## config.mk

```make
export PLATFORM = sky130hd
export DESIGN_NAME = dm_stage_pipe
export DESIGN_NICKNAME = d
export VERILOG_FILES = /design/src/rtl/dm_stage_pipe.sv
export SDC_FILE = /design/constraint.sdc
export NUM_CORES = 2
export LEC_CHECK = 0
export ABC_AREA = 1
export ABC_CLOCK_PERIOD_IN_PS = 9200
export CORE_ASPECT_RATIO = 0.5
export CORE_MARGIN = 2
export CORE_UTILIZATION = 30
export CTS_CLUSTER_DIAMETER = 200
export DETAILED_ROUTE_END_ITERATION = 16
export HOLD_SLACK_MARGIN = 0.08
export PLACE_DENSITY_LB_ADDON = 0.15
export SETUP_SLACK_MARGIN = 0.15
export SLEW_MARGIN = 20
export SYNTH_ARGS = -nofsm -noshare
export SYNTH_HDL_FRONTEND = slang
export SYNTH_SLANG_ARGS = --single-unit
```

## constraint.sdc

```tcl
create_clock -name clk -period 9.2 [get_ports clk]
set_input_delay 0.92 -clock clk [delete_from_list [all_inputs] [get_ports clk]]
set_output_delay 0.92 -clock clk [all_outputs]
set_load 0.01 [all_outputs]
```

## src/rtl/dm_stage_pipe.sv

```systemverilog
// rtl/dm_stage_pipe.sv - data-memory stage between EX and WB with handshake, RAM clear and range check
// Optional per-byte store enables are compiled in when DM_BYTE_WE_EN is defined.
module dm_stage_pipe #(
    parameter int DATA_W = 16,
    parameter int ADDR_W = 8
) (
    input  logic              clk,
    input  logic              reset,
    input  logic              valid_ex,
    output logic              ready_ex,
    input  logic [DATA_W-1:0] ans_ex,
    input  logic [DATA_W-1:0] dm_data,
    input  logic              mem_en_ex,
    input  logic              mem_rw_ex,
    input  logic              mem_mux_sel_dm,
`ifdef DM_BYTE_WE_EN
    input  logic [DATA_W/8-1:0] byte_en,
`endif
    output logic              valid_dm,
    input  logic              ready_wb,
    output logic [DATA_W-1:0] ans_dm,
    output logic              addr_err_dm,
    output logic              init_done
);

    localparam logic [0:0] ST_INIT = 1'b0;
    localparam logic [0:0] ST_RUN  = 1'b1;

    logic [DATA_W-1:0] mem [2**ADDR_W];

    logic [0:0]        state_q, state_d;
    logic [ADDR_W-1:0] cnt_q, cnt_d;
    logic              init_done_q, init_done_d;
    logic              valid_q, valid_d;
    logic [DATA_W-1:0] ans_q, ans_d;
    logic              err_q, err_d;
    logic              sel_q, sel_d;
    logic              load_q, load_d;
    logic [DATA_W-1:0] rdata_q;

    logic [ADDR_W-1:0] addr;
    logic              oob;
    logic              accept;
    logic              do_wr;
    logic              do_rd;

    assign addr = ans_ex[ADDR_W-1:0];

    generate
        if (DATA_W > ADDR_W) begin : g_oob
            assign oob = mem_en_ex && (ans_ex[DATA_W-1:ADDR_W] != '0);
        end else begin : g_no_oob
            assign oob = 1'b0;
        end
    endgenerate

    assign ready_ex = (state_q == ST_RUN) && (!valid_q || ready_wb);
    assign accept   = valid_ex && ready_ex;
    assign do_wr    = accept && mem_en_ex && mem_rw_ex && !oob;
    assign do_rd    = accept && mem_en_ex && !mem_rw_ex && !oob;

    always_comb begin
        state_d     = state_q;
        cnt_d       = cnt_q;
        init_done_d = init_done_q;
        valid_d     = valid_q;
        ans_d       = ans_q;
        err_d       = err_q;
        sel_d       = sel_q;
        load_d      = load_q;
        if (state_q == ST_INIT) begin
            cnt_d = cnt_q + ADDR_W'(1);
            if (cnt_q == {ADDR_W{1'b1}}) begin
                state_d     = ST_RUN;
                init_done_d = 1'b1;
            end
        end
        if (accept) begin
            valid_d = 1'b1;
            ans_d   = ans_ex;
            err_d   = oob;
            sel_d   = mem_mux_sel_dm;
            load_d  = mem_en_ex && !mem_rw_ex && !oob;
        end else if (ready_wb) begin
            valid_d = 1'b0;
        end
    end

    always_ff @(posedge clk) begin
        if (!reset) begin
            state_q     <= ST_INIT;
            cnt_q       <= '0;
            init_done_q <= 1'b0;
            valid_q     <= 1'b0;
            ans_q       <= '0;
            err_q       <= 1'b0;
            sel_q       <= 1'b0;
            load_q      <= 1'b0;
        end else begin
            state_q     <= state_d;
            cnt_q       <= cnt_d;
            init_done_q <= init_done_d;
            valid_q     <= valid_d;
            ans_q       <= ans_d;
            err_q       <= err_d;
            sel_q       <= sel_d;
            load_q      <= load_d;
        end
    end

    // RAM contents are not reset; the INIT sweep clears them instead.
    always_ff @(posedge clk) begin
        if (reset) begin
            if (state_q == ST_INIT) begin
                mem[cnt_q] <= '0;
            end else if (do_wr) begin
`ifdef DM_BYTE_WE_EN
                for (int b = 0; b < DATA_W/8; b++) begin
                    if (byte_en[b]) begin
                        mem[addr][b*8 +: 8] <= dm_data[b*8 +: 8];
                    end
                end
`else
                mem[addr] <= dm_data;
`endif
            end
            if (do_rd) begin
                rdata_q <= mem[addr];
            end
        end
    end

    assign valid_dm    = valid_q;
    assign addr_err_dm = err_q;
    assign init_done   = init_done_q;
    assign ans_dm      = sel_q ? (load_q ? rdata_q : '0) : ans_q;

endmodule

```

==> report_table.html <==
<table>
<tr><th>Metric</th><th>Value</th></tr>
<tr><th colspan="2">Clocking</th></tr>
<tr><td>Buffers inserted during post-CTS setup optimization</td><td>0</td></tr>
<tr><td>Clock transition at the register clock pins on the worst setup and hold paths after CTS</td><td>70 ps</td></tr>
<tr><td>H-tree depth</td><td>5</td></tr>
<tr><td>CTS tree</td><td>built</td></tr>
<tr><td>Number of buffers inserted during clock tree synthesis</td><td>405</td></tr>
<tr><td>Skew-Pair Late Insertion Delay</td><td>1030 ps</td></tr>
<tr><td>Clock root buffer master</td><td>sky130_fd_sc_hd__clkbuf_16</td></tr>
<tr><td>Number of clock sinks</td><td>4142</td></tr>
<tr><td>Maximum root-to-sink buffer count</td><td>4</td></tr>
<tr><td>Hold-fix buffers, CTS</td><td>0</td></tr>
<tr><td>Post-CTS Resized</td><td>0</td></tr>
<tr><th colspan="2">Power</th></tr>
<tr><td>Switching share of total power</td><td>23.2%</td></tr>
<tr><td>Total power divided by cell area</td><td>207 nW/um2</td></tr>
<tr><td>Sequential fraction of design power</td><td>52.2%</td></tr>
<tr><td>Switching power</td><td>9.10 mW</td></tr>
<tr><td>Internal power of the cells</td><td>30.0 mW</td></tr>
<tr><td>Part of the power in combinational logic</td><td>5.4%</td></tr>
<tr><td>Part of the total power dissipated in the clock network</td><td>42.4%</td></tr>
<tr><td>Worst ir drop on vdd</td><td>0.142 mV</td></tr>
<tr><td>Total power after layout</td><td>39.1 mW</td></tr>
<tr><td>Leak pwr</td><td>64.2 nW</td></tr>
<tr><th colspan="2">Routing</th></tr>
<tr><td>Via-per-instance ratio</td><td>5.01</td></tr>
<tr><td>Detailed-route wire length</td><td>555 mm</td></tr>
<tr><td>Routed wirelength normalized by instance count</td><td>25.8 um</td></tr>
<tr><td>DRC violations left</td><td>0</td></tr>
<tr><td>Total via count after detailed routing</td><td>108k</td></tr>
<tr><td>Number of antenna-violating nets in the routed design</td><td>0</td></tr>
<tr><td>Number of detailed-routing iterations run before antenna repair</td><td>6</td></tr>
<tr><td>Starting DRT DRC Count</td><td>11.2k</td></tr>
<tr><th colspan="2">Timing</th></tr>
<tr><td>Relative slew slack</td><td>12.6%</td></tr>
<tr><td>Share of the cycle needed by the critical path after routing</td><td>55.1%</td></tr>
<tr><td>Post-route worst hold slack</td><td>446 ps</td></tr>
<tr><td>Highest clock frequency the design can meet</td><td>197 MHz</td></tr>
<tr><td>Final sum of negative setup slack</td><td>0 ps</td></tr>
<tr><td>Shortest clock period the worst path allows after layout</td><td>5060 ps</td></tr>
<tr><td>Finish-stage setup viols</td><td>0</td></tr>
<tr><td>Unrepaired setup endpoints after global routing</td><td>false</td></tr>
<tr><td>Transition time at the pin with the least slew margin</td><td>1310 ps</td></tr>
<tr><td>Slew Viols, Final</td><td>0</td></tr>
<tr><td>Endpoints failing hold</td><td>0</td></tr>
<tr><td>Clk_skew</td><td>57.4 ps</td></tr>
<tr><th colspan="2">Synthesis</th></tr>
<tr><td>Yosys warning count</td><td>0</td></tr>
<tr><td>Total of flip-flops plus latches after synthesis</td><td>4142</td></tr>
<tr><td>Avg Inst Size Synth</td><td>12.0 um2</td></tr>
<tr><td>Post-Syn Area</td><td>166000 um2</td></tr>
<tr><td>Mapped Nets</td><td>13.9k</td></tr>
<tr><td>Top-area cell type share of the netlist area</td><td>74.4%</td></tr>
<tr><td>Cell type contributing the most total cell area after synthesis</td><td>sky130_fd_sc_hd__edfxtp_1</td></tr>
<tr><td>Post-Synthesis Cells</td><td>13.8k</td></tr>
<tr><td>Sequential element share of the synthesized area</td><td>74.7%</td></tr>
<tr><td>Yosys cell types</td><td>31</td></tr>
<tr><td>Area contributors post-synth</td><td>sky130_fd_sc_hd__edfxtp_1 74%, sky130_fd_sc_hd__nand3_1 12%, sky130_fd_sc_hd__nand2_1 9.6%</td></tr>
<tr><th colspan="2">Min path</th></tr>
<tr><td>Hold-critical path depth</td><td>2</td></tr>
<tr><td>WHS Endpoint</td><td>ans_q[4]$_SDFFE_PN0P_</td></tr>
<tr><td>Startpoint of the worst hold path</td><td>ans_q[4]$_SDFFE_PN0P_</td></tr>
<tr><td>Hold crit path type</td><td>flip-flop to flip-flop</td></tr>
<tr><th colspan="2">Setup path</th></tr>
<tr><td>Arrival time of the worst setup path</td><td>5780 ps</td></tr>
<tr><td>Worst-path cell with the longest stage delay</td><td>sky130_fd_sc_hd__nand3_2</td></tr>
<tr><td>Startpoint class of the critical path</td><td>flip-flop</td></tr>
<tr><td>Worst setup path class</td><td>flip-flop to flip-flop</td></tr>
<tr><td>Crit Path Max Fanout</td><td>36</td></tr>
<tr><td>Slowest cell delay on critical path</td><td>930 ps</td></tr>
<tr><td>Largest delay contributor family on the critical path</td><td>simple AND/OR/NAND/NOR gates</td></tr>
<tr><td>Launching point of the worst reg2reg path</td><td>state_q$_SDFF_PN0_</td></tr>
<tr><td>Required time of the worst setup path</td><td>9910 ps</td></tr>
<tr><td>Total buffers and inverters traversed by the critical path</td><td>4</td></tr>
<tr><td>Most common cell type on the critical path</td><td>sky130_fd_sc_hd__buf_4</td></tr>
<tr><td>Element type at the critical path end</td><td>flip-flop</td></tr>
<tr><td>R2r endpoint</td><td>mem[1][2]$_DFFE_PP_</td></tr>
<tr><td>Ordered list of cells on the worst path</td><td>inv_2 -&gt; nor2_4 -&gt; nand2_4 -&gt; nor2_8 -&gt; nand3_4 -&gt; o21ai_2 -&gt; inv_1 -&gt; nor2_2 -&gt; nand3_2 -&gt; buf_4 -&gt; nor2_1 -&gt; buf_4</td></tr>
<tr><td>Worst setup slack for register-to-register paths</td><td>4140 ps</td></tr>
<tr><td>Length in cells of the worst reg-to-reg path</td><td>12</td></tr>
<tr><th colspan="2">Global route</th></tr>
<tr><td>Pin count of the biggest net entering global routing</td><td>192</td></tr>
<tr><td>Global routing usage summed across all routing layers</td><td>19.2%</td></tr>
<tr><td>Global route overflow</td><td>0</td></tr>
<tr><td>Wire length of the first global-routing pass</td><td>788 mm</td></tr>
<tr><td>Antenna violations before repair</td><td>31</td></tr>
<tr><td>Vias in the first global route</td><td>102k</td></tr>
<tr><th colspan="2">Final layout</th></tr>
<tr><td>Layout cells sized above 1</td><td>8.11%</td></tr>
<tr><td>Number of nets in the final layout</td><td>13.8k</td></tr>
<tr><td>Area growth, synth to finish</td><td>13.8%</td></tr>
<tr><th colspan="2">Flow run</th></tr>
<tr><td>Max cap viols</td><td>0</td></tr>
<tr><th colspan="2">Placed design</th></tr>
<tr><td>Count of port buffers added during placement</td><td>58</td></tr>
<tr><td>DP Wirelength</td><td>304 mm</td></tr>
<tr><td>Routability cong.</td><td>0.803</td></tr>
<tr><th colspan="2">Floorplanning</th></tr>
<tr><td>Starting Density</td><td>30.1%</td></tr>
<tr><td>Number of cell rows</td><td>193</td></tr>
<tr><td>I/O pin count</td><td>59</td></tr>
<tr><td>Die Span Y</td><td>530 um</td></tr>
<tr><td>Chip Width</td><td>1.06 mm</td></tr>
<tr><td>Core Box Area</td><td>552000 um2</td></tr>
<tr><td>Total die area</td><td>560000 um2</td></tr>
<tr><th colspan="2">Status</th></tr>
<tr><td>Result of the run</td><td>finished, final reports clean</td></tr>
</table>
[layer usage]
layer / GRT usage (%) / part of all wire, % / vias up
met2: 29.7 / 45 / 3273
met3: 2.54 / 6.0 / 689
met4: 4.65 / 2.5 / 2
met1: 28.5 / 47 / 54608
li1: - / - / 49231
met5: 0 / 0.0020 / -
[stage by stage]
step	instance area [um2]	instances	setup WS, ps	utilization (%)
detailed placement	176000	20753	3510	31.9
floorplan	166000	13843	1.68	-
global placement	176000	20752	3520	31.9
CTS	189000	21500	4230	34.2
global route	189000	21501	4020	34.2
finish	189000	21508	4140	34.2
[cells in the mapped netlist, drive strengths merged]
master and instances:
a21oi 23, a31o 1, and3 1, buf 224
clkbuf 726, dfxtp 30, edfxtp 4112, ha 1
inv 62, nand2 4235, nand3 4069, nor2 303
nor3 6, nor3b 1, nor4 1, o21ai 47
o21bai 1
[sequential cells by signal, indices dropped and copies added (netlist names)]
name	count
addr_err_dm	1
ans_q	16
cnt_q	8
init_done	1
load_q	1
mem	4096
rdata_q	16
sel_q	1
state_q	1
valid_dm	1
[worst max-delay path by stage]
stage                     cells past startpoint                    to          startpoint  slack (ps)
after global routing                         12  mem[1][13]$_DFFE_PP_  state_q$_SDFF_PN0_        4020
after CTS                                    12   mem[1][2]$_DFFE_PP_  state_q$_SDFF_PN0_        4230
after detailed placement                     12  mem[1][13]$_DFFE_PP_               reset        3510
after floorplan                               7  mem[0][10]$_DFFE_PP_               reset           2
final                                        12   mem[1][2]$_DFFE_PP_  state_q$_SDFF_PN0_        4140
after global placement                       12   mem[1][1]$_DFFE_PP_               reset        3520
[cell type report]
cell class | count | area, um2
fill | 54614 | 363000
sequential | 4142 | 124000
multi-input combinational | 8689 | 38500
clock buffer | 488 | 10500
tap | 7410 | 9270
timing repair buffer | 450 | 4000
clock inverter | 259 | 2230
inverter | 62 | 269
antenna | 8 | 20.0
[worst register-to-register path: stages (launching register included)]
cell and delay [ps]:
sky130_fd_sc_hd__dfxtp_1 550, sky130_fd_sc_hd__inv_2 170, sky130_fd_sc_hd__nor2_4 170, sky130_fd_sc_hd__nand2_4 230, sky130_fd_sc_hd__nor2_8 200, sky130_fd_sc_hd__nand3_4 170
sky130_fd_sc_hd__o21ai_2 280, sky130_fd_sc_hd__inv_1 130, sky130_fd_sc_hd__nor2_2 360, sky130_fd_sc_hd__nand3_2 930, sky130_fd_sc_hd__buf_4 590, sky130_fd_sc_hd__nor2_1 640
sky130_fd_sc_hd__buf_4 310
[cells by family (layout without fill, tap and decap cells)]
| group | count (synthesis) | count (layout) | share of synthesized area [%] |
|---|---|---|---|
| buf+inv | 1012 | 1259 | 2.34 |
| simple gates | 8616 | 8616 | 22.7 |
| other cells | 0 | 8 | 0 |
| flops | 4142 | 4142 | 74.7 |
| fa+ha+maj | 1 | 1 | 0.00754 |
| compound gates | 72 | 72 | 0.248 |
[cells in the final DEF (no fill, tap or decap), types with 18 or more instances in the layout]
master / n
sky130_fd_sc_hd__clkbuf_16: 409
sky130_fd_sc_hd__bufinv_16: 34
sky130_fd_sc_hd__buf_12: 36
sky130_fd_sc_hd__o21ai_0: 37
sky130_fd_sc_hd__clkinv_1: 112
sky130_fd_sc_hd__edfxtp_1: 4112
sky130_fd_sc_hd__a21oi_1: 23
sky130_fd_sc_hd__nand3_2: 18
sky130_fd_sc_hd__nor2_1: 164
sky130_fd_sc_hd__nor2_2: 106
sky130_fd_sc_hd__dfxtp_1: 30
sky130_fd_sc_hd__clkinv_2: 81
sky130_fd_sc_hd__clkdlybuf4s50_1: 51
sky130_fd_sc_hd__nand2_1: 4226
sky130_fd_sc_hd__buf_4: 356
sky130_fd_sc_hd__clkbuf_1: 79
sky130_fd_sc_hd__inv_1: 51
sky130_fd_sc_hd__nand3_1: 4050
sky130_fd_sc_hd__nor2_4: 32
[power groups by stage]
stage | logic, mW | clock network [mW] | registers (mW)
after floorplan | 1.22 | 0 | 20.8
after global placement | 2.11 | 0 | 20.8
after detailed placement | 2.12 | 0 | 20.8
after CTS | 2.12 | 17.0 | 20.4
after global routing | 2.29 | 17.7 | 20.4
final | 2.10 | 16.6 | 20.4
Note: power is estimated with default switching activity, not from simulation.
